File: src/rtl/seq_div_8by4.sv
// Iterative restoring unsigned divider, DW-bit dividend by VW-bit divisor,
// one quotient bit per cycle, valid/ready handshake on both sides.
module seq_div_8by4 #(
    parameter int DW = 8,
    parameter int VW = 4
) (
    input  logic          clk,
    input  logic          rst_n,
    input  logic          in_valid,
    output logic          in_ready,
    input  logic [DW-1:0] dividend,
    input  logic [VW-1:0] divisor,
    output logic          out_valid,
    input  logic          out_ready,
    output logic [DW-1:0] quotient,
    output logic [VW-1:0] remainder,
    output logic          div_by_zero
);

    localparam int CW = (DW > 1) ? $clog2(DW) : 1;

    typedef enum logic [1:0] {
        IDLE,
        CALC,
        DONE
    } state_t;

    state_t        state, state_next;
    logic [CW-1:0] count;
    logic [DW-1:0] dvd;
    logic [VW-1:0] dsr;
    logic [VW-1:0] pr;
    logic [VW:0]   pr_shift;
    logic [VW-1:0] pr_next;
    logic          q_bit;
    logic          accept;

    assign accept    = in_valid && (state == IDLE);
    assign remainder = pr;

    always_ff @(posedge clk or negedge rst_n) begin
        if (!rst_n) state <= IDLE;
        else        state <= state_next;
    end

    // NOTE: every output of this block gets a default before the case, so no
    // path can leave one unassigned and infer a latch.
    always_comb begin
        state_next = state;
        in_ready   = 1'b0;
        out_valid  = 1'b0;
        case (state)
            IDLE: begin
                in_ready = 1'b1;
                if (in_valid) state_next = (divisor == '0) ? DONE : CALC;
            end
            CALC: begin
                if (count == '0) state_next = DONE;
            end
            DONE: begin
                out_valid = 1'b1;
                if (out_ready) state_next = IDLE;
            end
            default: state_next = IDLE;
        endcase
    end

    // Partial remainder is stored VW bits wide; the extra shifted-in bit only
    // guards the compare and is always cleared by a successful subtract.
    always_comb begin
        pr_shift = {pr, dvd[count]};
        q_bit    = 1'b0;
        pr_next  = pr_shift[VW-1:0];
        if (pr_shift >= {1'b0, dsr}) begin
            q_bit   = 1'b1;
            pr_next = VW'(pr_shift - {1'b0, dsr});
        end
    end

    // NOTE: sequential state uses non-blocking assignments so every register
    // samples the pre-edge values, independent of statement order.
    always_ff @(posedge clk or negedge rst_n) begin
        if (!rst_n) begin
            count       <= '0;
            dvd         <= '0;
            dsr         <= '0;
            pr          <= '0;
            quotient    <= '0;
            div_by_zero <= 1'b0;
        end else if (accept) begin
            dvd <= dividend;
            dsr <= divisor;
            if (divisor == '0) begin
                quotient    <= '1;
                pr          <= dividend[VW-1:0];
                div_by_zero <= 1'b1;
                count       <= '0;
            end else begin
                quotient    <= '0;
                pr          <= '0;
                div_by_zero <= 1'b0;
                count       <= CW'(DW - 1);
            end
        end else if (state == CALC) begin
            pr       <= pr_next;
            quotient <= {quotient[DW-2:0], q_bit};
            count    <= count - CW'(1);
        end
    end

endmodule
File: config.mk
export PLATFORM = sky130hd
export DESIGN_NAME = seq_div_8by4
export DESIGN_NICKNAME = d
export VERILOG_FILES = /design/src/rtl/seq_div_8by4.sv
export SDC_FILE = /design/constraint.sdc
export NUM_CORES = 1
export LEC_CHECK = 0
export ABC_AREA = 1
export CAP_MARGIN = 20
export CORE_MARGIN = 4
export CORE_UTILIZATION = 45
export DETAILED_ROUTE_END_ITERATION = 12
export PLACE_DENSITY = 0.74
export REMOVE_ABC_BUFFERS = 1
export SETUP_SLACK_MARGIN = 0.1
export SYNTH_ARGS = -nofsm -noshare
export SYNTH_HDL_FRONTEND = slang
export SYNTH_SLANG_ARGS = --single-unit
File: constraint.sdc
create_clock -name clk -period 2.16 [get_ports clk]
set_input_delay 0.432 -clock clk [delete_from_list [all_inputs] [get_ports clk]]
set_output_delay 0.432 -clock clk [all_outputs]
set_load 0.01 [all_outputs]
==> parameters.txt <==
Parameter                              Value

Pwr
  Switching power total ... 1.39 mW
  Part of the total power dissipated in sequential elements ... 31.5%
  Peak ir drop on the vdd network ... 0.000615 V
  Pwr dens ... 1580 nW/um^2
  Combinational cell fraction of total power ... 57.5%
  Post-layout power ... 3.19 mW
  Leakage ... 0.999 nW
  Share of power burned in the clock network ... 11.0%
  Cell-internal power ... 1.80 mW
  Switching part of the total power ... 43.6%

Finish
  Most frequent cells in the layout ... 38 x nand2_1, 30 x clkdlybuf4s50_1, 29 x dfrtp_1, 27 x inv_1, 13 x nor2_1
  Share of final-layout standard cells stronger than drive strength 1 ... 14.9%
  Area taken by flip-flops and latches ... 752 um^2
  Multi-input gate area ... 688 um^2
  Area grow syn2layout ... 24.8%
  Final-layout fill cell count ... 303
  Post-route non-filler standard cell count ... 267
  Number of antenna diodes ... 0
  Layout Nets ... 243
  Most common library cell in the layout ignoring fill and taps ... nand2_1

Placed design
  HPWL after detailed placement ... 2480 um
  Pre-CTS setup slack ... 0.281 ns
  Port Buffers ... 30
  GP Congestion ... 0.875
  Cell total after placement ... 258

STA
  Worst path setup slack after routing ... 0.245 ns
  Total negative slack ... 0 ns
  Slew HR ... 74.5%
  Min Clock Period, post-route ... 1.91 ns
  Fmax ... 522 MHz
  Final worst path period share ... 88.7%
  Final-report setup violation count ... 0
  Number of max-slew violations in the final report ... 0
  Unrepaired setup endpoints after global routing ... no
  Measured slew at the worst slew-check pin ... 0.383 ns
  Fin Clk Skew ... 0.00964 ns
  Final Hold Violating Endpoints ... 0

Clock tree
  Clock buffers created by TritonCTS ... 5
  CTS Buffer Depth ... 2
  CTS root buf ... clkbuf_4
  Clock latency reported for the late side of the worst-skew pair ... 0.33 ns
  Clock transition time at the flip-flop clock pins of the worst setup and hold paths ... 0.10 ns
  CTS HTree Levels ... 2
  Sinks on Clock Net ... 30
  CTS tree ... yes

Drt
  Via-per-instance ratio ... 4.97
  Residual DRC count ... 0
  Violation count after the first detailed-routing iteration ... 72
  Routed len/inst ... 12.3 um
  Remaining antenna violation count ... 0
  Aggregate routed wire length ... 3290 um
  Total via count in the routed design ... 1,326
  First-pass detailed-route iteration total ... 4

Logic synthesis
  Fraction of registers with async set/reset ... 100%
  Sequential element share of the synthesized area ... 46.5%
  Cell area after synthesis ... 1620 um^2
  Yosys synthesis warning count ... 0
  Count of flip-flops with a built-in enable after synthesis ... 0
  Synthesized area divided by synthesized cell count ... 8.78 um^2
  Gate count after technology mapping ... 184
  Top_reg_cell synth ... dfrtp_1
  Unique cell type count in the Yosys netlist ... 29
  Number of flip-flops and latches in the synthesized netlist ... 30

Die
  DIE WIDTH ... 67.9 um
  Initial core utilization ... 47.7%
  Number of top-level pins ... 31
  Overall die area ... 4610 um^2
  Overall die height ... 67.9 um
  Placeable core region ... 3390 um^2
  Cell Rows ... 21

Run
  Number of maximum-capacitance violations ... 0

Critical path
  Critical path type ... reg2out
  Required @ worst endpoint ... 1.73 ns
  Crit path launch type ... register
  Register-to-register setup slack ... 0.29 ns
  Arrival time at the worst endpoint ... 1.48 ns
  Critical path endpoint category ... output port
  Largest fanout of any net on the critical path ... 5

Run status
  Result of the run ... completed

GRT
  Total global-route track usage ... 16.3%
  Wire length of the first global-routing pass ... 5570 um
  Gr ovfl total ... 0
  Vias in the first global route ... 1,279
  Pin count of the biggest net entering global routing ... 31
  Initial antenna violation count ... 0

Worst hold path
  Path category of the worst min-delay check ... in2async
[worst max-delay path, cell delays in order, from the launching register on]
cell and delay, ns:
dfrtp_1 0.44, nor2_2 0.16, clkdlybuf4s50_1 0.56
[cells by family after synthesis]
group,after synthesis,synth area share [%]
XOR/XNOR,1,0.542
flip-flops,30,46.5
buffers and inverters,39,10.9
AO/OA/AOI/OAI,36,15.4
adder cells (fa/ha/maj),7,5.89
AND/OR/NAND/NOR,71,20.8
[Yosys cell counts (2+ instances only)]
cell type	count	area (um^2)
a21oi_1	6	30.0
a31oi_1	3	18.8
buf_4	2	15.0
buf_6	3	33.8
dfrtp_1	30	751
ha_1	6	75.1
inv_1	27	101
inv_2	6	22.5
nand2_1	38	143
nand2_2	5	31.3
nand2_4	4	45.0
nand3_1	7	35.0
nand3_2	2	20.0
nor2_1	13	48.8
o211ai_1	2	15.0
o21ai_0	2	10.0
o21ai_1	8	40.0
o221ai_1	9	78.8
[flip-flops by register name, indices dropped and copies added (netlist names)]
| signal | count |
|---|---|
| dvd | 8 |
| quotient | 8 |
| dsr | 4 |
| remainder | 4 |
| count | 3 |
| state | 2 |
| div_by_zero | 1 |
[metal layers]
metal  global-route usage [%]  vias to the layer above  wire (um)  part of all wire [%]
met5                        0                        -          0                     0
met4                     5.21                        0         49                   1.5
met3                     4.43                        7        114                   3.5
met2                     27.1                       22       1640                    50
met1                     20.6                      623       1490                    45
li1                         -                      674          -                     -
[power groups by stage]
| stage | clock network [mW] | logic [mW] | registers, mW |
|---|---|---|---|
| 2_1_floorplan | 0 | 1.23 | 1.03 |
| 3_3_place_gp | 0 | 1.79 | 1.01 |
| 3_5_place_dp | 0 | 1.83 | 1.02 |
| 4_1_cts | 0.357 | 1.84 | 1.01 |
| 5_1_grt | 0.391 | 2.07 | 1.04 |
| 6_report | 0.351 | 1.83 | 1.00 |
[final cells by class]
type	count	share of cell area (%)
repair buffers	34	16.4
flip-flops and latches	30	37.3
clock inverters	1	0.248
clock buffers	7	2.73
multi-input cells	115	34.1
inverters	34	6.33
well taps	46	2.86
[through the flow]
stage,hold WS [ns],utilization [%],instance area (um^2)
after floorplan,0.136,-,1570
after global placement,0.473,57.4,1950
after detailed placement,0.466,57.4,1950
after CTS,0.489,59.2,2010
after global routing,0.516,59.5,2020
final,0.475,59.5,2020
[path summary, 6_finish.rpt]
path,from,to,cells past startpoint
setup / recovery,state[0]$_DFFE_PN0P_,in_ready,2
hold / removal,rst_n,state[1]$_DFFE_PN0P_,2
setup reg to reg,count[1]$_DFFE_PN0P_,remainder[2]$_DFFE_PN0P_,11
hold reg to reg,dvd[4]$_DFFE_PN0P_,dvd[4]$_DFFE_PN0P_,2
max in group asynchronous,rst_n,count[0]$_DFFE_PN0P_,2
min in group clk,dvd[4]$_DFFE_PN0P_,dvd[4]$_DFFE_PN0P_,2
[what timing repair did]
action                                  4_1_cts  5_1_grt
hold buffers                                  0        0
endpoints found under the setup margin        0        1
resized for setup                             0        1
setup buffers                                 0        1
Power figures use the tool's default switching activity.
